## src/rtl/tero_collector_pkg.sv

```systemverilog
// tero_collector_pkg: FSM state encoding and tero_rng constants shared by the collector files.
package tero_collector_pkg;
   typedef enum logic [1:0] {ST_LOW = 2'd0, ST_HIGH = 2'd1, ST_CAPT = 2'd2} state_t;
   localparam logic [7:0] RNG_SATURATED = 8'hff;
   localparam int OE_MAX_DELAY = 200;
endpackage

```

## src/rtl/tero_byte_fifo.sv

```systemverilog
// tero_byte_fifo: first-word-fall-through FIFO; the head entry drives DOUT directly from storage.
module tero_byte_fifo #(
   parameter int WIDTH = 8,
   parameter int DEPTH = 16
) (
   input  logic             CLK_100M,
   input  logic             RST_N,
   input  logic             PUSH,
   input  logic [WIDTH-1:0] DIN,
   output logic             FULL,
   output logic [WIDTH-1:0] DOUT,
   output logic             DOUT_VALID,
   input  logic             DOUT_READY
);
   localparam int AW = $clog2(DEPTH);
   logic [WIDTH-1:0] mem [DEPTH];
   logic [AW:0] wptr, rptr;
   logic pop;
   assign DOUT_VALID = wptr != rptr;
   assign FULL = (wptr[AW] != rptr[AW]) && (wptr[AW-1:0] == rptr[AW-1:0]);
   assign pop = DOUT_VALID && DOUT_READY;
   assign DOUT = mem[rptr[AW-1:0]];
   always_ff @(posedge CLK_100M or negedge RST_N) begin
      if (!RST_N) begin
         wptr <= '0;
         rptr <= '0;
         for (int i = 0; i < DEPTH; i++) mem[i] <= '0;
      end else begin
         if (PUSH) begin
            mem[wptr[AW-1:0]] <= DIN;
            wptr <= wptr + 1'b1;
         end
         if (pop) rptr <= rptr + 1'b1;
      end
   end
   // the collector only starts a trial when there is room, so this must never fire
   assert property (@(posedge CLK_100M) disable iff (!RST_N) !(PUSH && FULL));
endmodule

```

## src/rtl/tero_collector.sv

```systemverilog
// tero_collector: sequences tero_rng trials, packs bit 0 of each valid count LSB-first into bytes.
// Define TERO_COLLECTOR_VN_EN to pass accepted bits through a von Neumann debiaser first.
module tero_collector
   import tero_collector_pkg::*;
#(
   parameter int LOW_CYCLES = 16,
   parameter int TIMEOUT    = 255,
   parameter int FIFO_DEPTH = 16
) (
   input  logic        CLK_100M,
   input  logic        RST_N,
   output logic        CTR,
   input  logic [7:0]  RNG_OUT,
   input  logic        RNG_OE,
   output logic [7:0]  DOUT,
   output logic        DOUT_VALID,
   input  logic        DOUT_READY,
   output logic [15:0] ERR_CNT
);
   if (TIMEOUT <= OE_MAX_DELAY + 3) begin : g_timeout_chk
      $error("tero_collector: TIMEOUT must exceed OE_MAX_DELAY + 3");
   end
   localparam logic [9:0] LOW_LAST = 10'(LOW_CYCLES - 1);
   localparam logic [9:0] TO_LAST  = 10'(TIMEOUT - 1);
   state_t state;
   logic [9:0] cnt;
   logic [7:0] rng_q, pack;
   logic [2:0] bit_cnt;
   logic [15:0] err_cnt;
   logic full, bit_ok, bit_val, push, err_inc, saturated;
   assign saturated = rng_q == RNG_SATURATED;
`ifdef TERO_COLLECTOR_VN_EN
   logic pend, have_pend;
   always_ff @(posedge CLK_100M or negedge RST_N) begin
      if (!RST_N) begin
         pend <= 1'b0;
         have_pend <= 1'b0;
      end else if (state == ST_CAPT && !saturated) begin
         pend <= rng_q[0];
         have_pend <= !have_pend;
      end
   end
   // a differing pair emits its first bit; equal pairs emit nothing
   assign bit_ok = !saturated && have_pend && (pend != rng_q[0]);
   assign bit_val = pend;
`else
   assign bit_ok = !saturated;
   assign bit_val = rng_q[0];
`endif
   assign push = (state == ST_CAPT) && bit_ok && (bit_cnt == 3'd7);
   assign err_inc = (state == ST_HIGH && !RNG_OE && cnt == TO_LAST) || (state == ST_CAPT && saturated);
   assign ERR_CNT = err_cnt;
   always_ff @(posedge CLK_100M or negedge RST_N) begin
      if (!RST_N) begin
         state <= ST_LOW;
         CTR <= 1'b0;
         cnt <= '0;
         rng_q <= '0;
         pack <= '0;
         bit_cnt <= '0;
      end else begin
         case (state)
            ST_LOW:
               if (cnt != LOW_LAST) cnt <= cnt + 10'd1;
               else if (!full) begin
                  state <= ST_HIGH;
                  CTR <= 1'b1;
                  cnt <= '0;
               end
            ST_HIGH:
               if (RNG_OE) begin
                  state <= ST_CAPT;
                  CTR <= 1'b0;
                  rng_q <= RNG_OUT;
               end else if (cnt == TO_LAST) begin
                  state <= ST_LOW;
                  CTR <= 1'b0;
                  cnt <= '0;
               end else cnt <= cnt + 10'd1;
            ST_CAPT: begin
               state <= ST_LOW;
               cnt <= '0;
               if (bit_ok) begin
                  pack <= {bit_val, pack[7:1]};
                  bit_cnt <= bit_cnt + 3'd1;
               end
            end
            default: begin
               state <= ST_LOW;
               CTR <= 1'b0;
               cnt <= '0;
            end
         endcase
      end
   end
   always_ff @(posedge CLK_100M or negedge RST_N) begin
      if (!RST_N) err_cnt <= '0;
      else if (err_inc && err_cnt != 16'hffff) err_cnt <= err_cnt + 16'd1;
   end
   tero_byte_fifo #(.WIDTH(8), .DEPTH(FIFO_DEPTH)) u_fifo (
      .CLK_100M   (CLK_100M),
      .RST_N      (RST_N),
      .PUSH       (push),
      .DIN        ({bit_val, pack[7:1]}),
      .FULL       (full),
      .DOUT       (DOUT),
      .DOUT_VALID (DOUT_VALID),
      .DOUT_READY (DOUT_READY)
   );
endmodule
```

## config.mk

```make
export PLATFORM = sky130hd
export DESIGN_NAME = tero_collector
export DESIGN_NICKNAME = d
export VERILOG_FILES = /design/src/rtl/tero_collector_pkg.sv /design/src/rtl/tero_byte_fifo.sv /design/src/rtl/tero_collector.sv
export SDC_FILE = /design/constraint.sdc
export NUM_CORES = 1
export LEC_CHECK = 0
export BUFFER_PORTS_ARGS = -buffer_cell sky130_fd_sc_hd__buf_2
export CORE_UTILIZATION = 50
export DETAILED_ROUTE_END_ITERATION = 8
export PLACE_DENSITY_LB_ADDON = 0.2
export SYNTH_ARGS = -nofsm -noshare
export SYNTH_HDL_FRONTEND = slang
export SYNTH_SLANG_ARGS = --single-unit
```

## constraint.sdc

```tcl
create_clock -name CLK_100M -period 2.5 [get_ports CLK_100M]
set_clock_uncertainty 0.15 [all_clocks]
set_input_delay 0.125 -clock CLK_100M [delete_from_list [all_inputs] [get_ports CLK_100M]]
set_output_delay 0.125 -clock CLK_100M [all_outputs]
set_load 0.02 [all_outputs]
```

==> impl_metrics.tcl, run 1 <==
set metrics [dict create \
    gp_routability_congestion 0.802 \
    cp_slowest_cell "mux4_2" \
    worst-setup-path-type "reg2out" \
    cp_num_buf_inv 3 \
    reg2reg_slack_ps 230 \
    rsz0062_at_grt "true" \
    yosysSeqAreaShare_pct 53.0 \
    post-route-period-util_pct 103 \
    wl_per_cell_um 20.6 \
    cts_sinks 185 \
    cp_top_family "multiplexers" \
    drt-initial-drc-count 344 \
    route.vias.total 5309 \
    stdcell_area_mm2 0.0101 \
    yosysUniqueCellTypes 47 \
    p_leak_uw 0.00502 \
    worstPathMaxFanout 6 \
    synthesis.area_mm2 0.00874 \
    grt_pass1_wl_mm 30.6 \
    cts_tree "done" \
    synth.largest_area_cell "dfrtp_1" \
    critPathLaunchType "flip-flop" \
    final_util_pct 60.3 \
    antenna_found_initial 0 \
    max_stage_delay_ps 520 \
    ir_worst_vdd_uv 535 \
    fin_ws_ps -73.7 \
    clock_path_buffers 2 \
    ys_ff_latch 185 \
    synth.avg_cell_area_um2 14.1 \
    yosys-top-cells-area "dfrtp_1 (53%), mux2_2 (17%), mux4_2 (10%)" \
    synth_edf_count 0 \
    wirelength_mm 18.9 \
    cts_made_buffers 17 \
    die_area_mm2 0.0180 \
    fmax_ghz 0.389 \
    crit_arrival_ps 2300 \
    port_buffers 37 \
    min_path_type "in2async" \
    n_fill_cell 1294 \
    cap_viol_max_count 0 \
    dp_hpwl_mm 12.1 \
    clkTransAtPathRegs_ps 70 \
    initial_utilization_pct 51.9 \
    fp.coreArea_mm2 0.0168 \
    area_delta_synth_final_pct 16.0 \
    nets 709 \
    failed_checks "negative setup slack" \
    drive_gt1_share_pct 44.1 \
    period_needed_ps 2570 \
    syn_inst 619 \
    clock_latency_ps 430 \
    die_x_um 134 \
    status "finished, violations left" \
    grt_overflow 0 \
    synth_top_area_share_pct 53.0 \
    total_power_uw 7760 \
    synth_flop_cell "dfrtp_1" \
    ant_nets 0 \
    cts.htree.levels 4 \
    ys_warn_count 0 \
    cp.required_ps 2230 \
    antenna-diode-count 0 \
    drc 0 \
    path_cells "buf_12 -> buf_12 -> mux4_2 -> mux4_2 -> buf_6" \
    place_area_mm2 0.00934 \
    slew_headroom_pct 58.7 \
    powerDensity_mw_per_mm2 766 \
    pin_count 38 \
    grt_max_degree 65 \
    finalHoldViolations 0 \
    syn_nets 641 \
    fp.dieH_um 134 \
    track_usage_pct 22.7 \
    drv_slew 0 \
    tightest_slew_ps 619 \
    async_flop_share_pct 100 \
    grt_pass1_vias 5572 \
    cp-end-kind "output pin" \
    cts_root_buf "clkbuf_16" \
    drt-vias-per-instance 5.77 \
    row_count 47 \
    setup_viol 8 \
    drt_pre_antenna_iters 5 \
]
==> per-stage QoR <==
| stage | cells | setup slack (ps) | hold slack, ps | TNS, ps |
|---|---|---|---|---|
| 6_report | 920 | -73.7 | 99.4 | -309 |
| 5_1_grt | 920 | -117 | 149 | -810 |
| 4_1_cts | 917 | -89.4 | 112 | -429 |
| 3_5_place_dp | 873 | 229 | 5.92 | 0 |
| 3_3_place_gp | 873 | 254 | -2.99 | 0 |
| 2_1_floorplan | 619 | 397 | -321 | 0 |
==> cells in the final DEF (no fill, tap or decap), types with 6 or more instances in the layout <==
cell type / n
and3_1: 7
nand2_1: 66
a21oi_1: 6
dfrtp_1: 184
nand4_1: 18
inv_1: 8
dlygate4sd3_1: 11
nand3_1: 9
ha_1: 10
xor2_1: 9
clkbuf_16: 19
buf_2: 31
buf_4: 32
buf_6: 6
mux4_2: 40
nand4_2: 9
nor2_1: 9
xnor2_1: 23
mux2_2: 132
==> worst register-to-register path, cell delays in order, from the launching register on <==
cell,delay (ps)
dfrtp_1,430
nor4_1,540
nor4b_2,450
a311oi_1,110
a21oi_2,360
nor2_1,100
==> state kept, by name (all words and copies together), names as in the netlist <==
name,cells
bit_cnt,3
cnt,10
u_fifo.rptr,5
u_fifo.wptr,5
u_fifo.mem,128
pack,7
rng_q,8
ERR_CNT,16
state,2
CTR,1
==> cells in the mapped netlist (2+ instances only) <==
master,count
mux2_2,132
nor3_1,3
nor2_1,9
ha_1,10
and2_1,3
inv_1,8
nand4_2,9
xor2_1,9
buf_1,10
nor3b_1,2
clkbuf_1,17
nand3_1,9
and4_1,2
dfrtp_1,185
or3_1,3
buf_2,7
a21oi_2,2
nand2_1,66
nand3_2,4
a21oi_1,6
nand4_1,18
xnor2_1,23
and3_1,7
a211oi_1,2
mux4_2,40
buf_6,3
nor4_1,2
nor2_8,2
o21ai_0,3
nand3b_1,3
nand4b_2,4
==> metal layers <==
| layer | wire length (um) | up-vias | GRT usage, % |
|---|---|---|---|
| met3 | 583 | 23 | 4.12 |
| met4 | 335 | 0 | 6.68 |
| met5 | 0 | - | 0 |
| met2 | 9270 | 82 | 36.4 |
| li1 | - | 2395 | - |
| met1 | 8760 | 2809 | 31.7 |
==> final cells by class <==
class                           count  area, um2  area share [%]
Clock buffer                       18        429            4.23
Clock inverter                     14        148            1.46
Inverter                            8       30.0           0.296
Multi-Input combinational cell    388       3900            38.5
Sequential cell                   185       4630            45.7
Tap cell                          220        275            2.72
Timing Repair Buffer               87        723            7.14
==> final timing paths <==
check / start / end / depth (start not counted)
worst max-delay path: u_fifo.rptr[0] / DOUT[4] / 5
worst min-delay path: RST_N / ERR_CNT[5] / 2
worst max register to register: cnt[4] / cnt[5] / 5
worst min register to register: rng_q[7] / rng_q[7] / 2
max in group asynchronous: RST_N / u_fifo.mem[1] / 3
min in group CLK_100M: RNG_OUT[3] / rng_q[3] / 4
==> power breakdown <==
part           internal [uW]  leakage, uW  switching, uW
clock                   1480     0.000269           1170
combinational            771      0.00221            883
sequential              3200      0.00254            262
total                   5450      0.00502           2310
==> timing repair <==
item	4_1_cts	5_1_grt
gates cloned	0	2
gates resized for setup	2	8
buffers inserted	1	1
endpoints found under the hold margin	70	0
setup endpoints to repair	8	8
hold buffers	11	0
==> kinds of logic after synthesis <==
group	synth area share, %
AO/OA/AOI/OAI	1.66
AND/OR/NAND/NOR	11.0
XOR/XNOR	3.21
buffers and inverters	2.38
adder cells (fa/ha/maj)	1.43
multiplexers	27.3
flip-flops	53.0
No activity file was read; power rests on OpenSTA's default activity.
==> run 2, diff against run 1 <==
- MAX_ROUTING_LAYER: not set -> met4
- clock period: 2.5 -> 3 ns (I/O delays scaled with it)
==> run 2 against run 1 <==
  * The run now ends clean
  * Via count fell by 1.4%
  * Sequential power is 14% lower
  * Final area fell by 2.3%
  * Clock power fell by 11%
  * Wire length fell by 1.3%
  * Register-to-register slack improved by 370 ps
  * Power decreased by 16%
  * Sequential share of layout area increased by 1.1 points
  * Cell count down 2.8%
  * Largest cell class unchanged
==> impl_metrics.tcl, run 2 (synthesized netlist as in run 1, its figures left out) <==
set metrics [dict create \
    status "finished clean" \
    clock_latency_ps 430 \
    post-cts-setup-buffers 0 \
    period_needed_ps 2790 \
    worst-setup-path-type "reg2out" \
    wl_per_cell_um 20.9 \
    clkTransAtPathRegs_ps 60 \
    cpMostUsedCell "mux4_2" \
    initial_utilization_pct 51.9 \
    tightest_slew_ps 732 \
    ant_nets 0 \
    clock_path_buffers 2 \
    gp_routability_congestion 0.816 \
    cap_viol_max_count 0 \
    grt_overflow 0 \
    area_delta_synth_final_pct 13.4 \
    drt-vias-per-instance 5.86 \
    dp_slack_ps 502 \
    slew_headroom_pct 51.2 \
    cts_sinks 185 \
    crit_arrival_ps 2490 \
    drt_pre_antenna_iters 5 \
    mostFrequentLayoutCells "dfrtp_1 (184), mux2_2 (132), nand2_1 (66)" \
    fmax_ghz 0.359 \
    cp.required_ps 2700 \
    rsz0062_at_grt "false" \
    drv_slew 0 \
    fp.dieH_um 134 \
    fin_ws_ps 214 \
    cts.htree.levels 4 \
    die_area_mm2 0.0180 \
    largest-register "u_fifo.mem" \
    route.vias.total 5237 \
    track_usage_pct 23.9 \
    cts_made_buffers 17 \
    p_leak_uw 0.00491 \
    path_cells "buf_12 -> mux4_2 -> mux4_2 -> buf_2" \
    setup_viol 0 \
    min_path_type "in2reg" \
    nets 685 \
    dp_hpwl_mm 12.0 \
    finalSetupTns_ps 0 \
    cts_root_buf "clkbuf_16" \
    place_area_mm2 0.00918 \
    final_cells 894 \
    grt_pass1_wl_mm 31.2 \
    finalHoldViolations 0 \
    post-route-period-util_pct 92.9 \
    max_stage_delay_ps 650 \
    stdcell_area_mm2 0.00991 \
    n_fill_cell 1313 \
    row_count 47 \
    grt_pass1_vias 5633 \
    pin_count 38 \
    ir_worst_vdd_uv 428 \
    worstPathMaxFanout 17 \
    fp.coreArea_mm2 0.0168 \
    wirelength_mm 18.7 \
    antenna-diode-count 0 \
    drive_gt1_share_pct 41.8 \
    drc 0 \
    final_util_pct 58.9 \
    critPathLaunchType "flip-flop" \
    port_buffers 37 \
    cts_tree "done" \
    final_common_cell "dfrtp_1" \
    powerDensity_mw_per_mm2 657 \
    die_x_um 134 \
    dp_cells 854 \
    cp_slowest_cell "dfrtp_4" \
    antenna_found_initial 0 \
    cp-end-kind "output pin" \
    grt_max_degree 74 \
    largest_reg_flops 128 \
    drt-initial-drc-count 337 \
]
[run 2: cell count changes in the layout (fill, tap and decap cells not counted), sizes merged]
cell	before	now
clkinv	4	2
buf	74	53
clkinvlp	5	1
clkbuf	20	23
inv	11	8
bufinv	2	4
dlygate4sd3	11	10
[run 2: layer usage]
metal | global-route usage, % | up-vias | share of wire [%]
met5 | - | - | 0
met4 | 6.93 | 0 | 1.4
met3 | 3.55 | 18 | 2.6
met2 | 37.5 | 97 | 49
met1 | 32.5 | 2780 | 47
li1 | - | 2342 | -
[run 2: stage by stage]
step	hold WS [ps]	total power (uW)
after detailed placement	68.0	4180
after global placement	57.0	4140
after global routing	73.9	6820
final	37.3	6510
after CTS	31.8	6560
after floorplan	-296	3790
[run 2: final timing paths]
check	startpoint	to	slack [ps]	cells after the start
max reg2reg	cnt[2]	ERR_CNT[1]	600	5
min reg2reg	bit_cnt[2]	bit_cnt[2]	330	2
max	u_fifo.rptr[0]	DOUT[2]	210	4
min in group asynchronous	RST_N	ERR_CNT[5]	160	2
max in group asynchronous	RST_N	u_fifo.mem[21]	1710	3
min	DOUT_READY	u_fifo.rptr[2]	40	4
[run 2: critical path, delay by kind of cell, from the launching register on]
kind	cells	cell delay (ps)
multiplexers	2	1010
buffers and inverters	2	380
flip-flops	1	650
[run 2: layout make-up]
type | instances | area [um2] | share of cell area [%]
timing repair buffer | 63 | 449 | 4.53
clock buffer | 23 | 478 | 4.83
tap | 220 | 275 | 2.78
clock inverter | 7 | 141 | 1.43
multi-input combinational | 388 | 3900 | 39.4
sequential | 185 | 4630 | 46.8
inverter | 8 | 30.0 | 0.303
[run 2: timing repair]
action	4_1_cts	5_1_grt
endpoints found under the hold margin	79	0
setup endpoints to repair	0	6
hold buffers	10	0
resized for setup	0	1
[run 2: report_power, final]
part / total [uW] / switching [uW] / internal, uW
Combinational: 1160 / 632 / 531
Clock: 2370 / 918 / 1450
Sequential: 2970 / 304 / 2670
Total: 6510 / 1850 / 4650
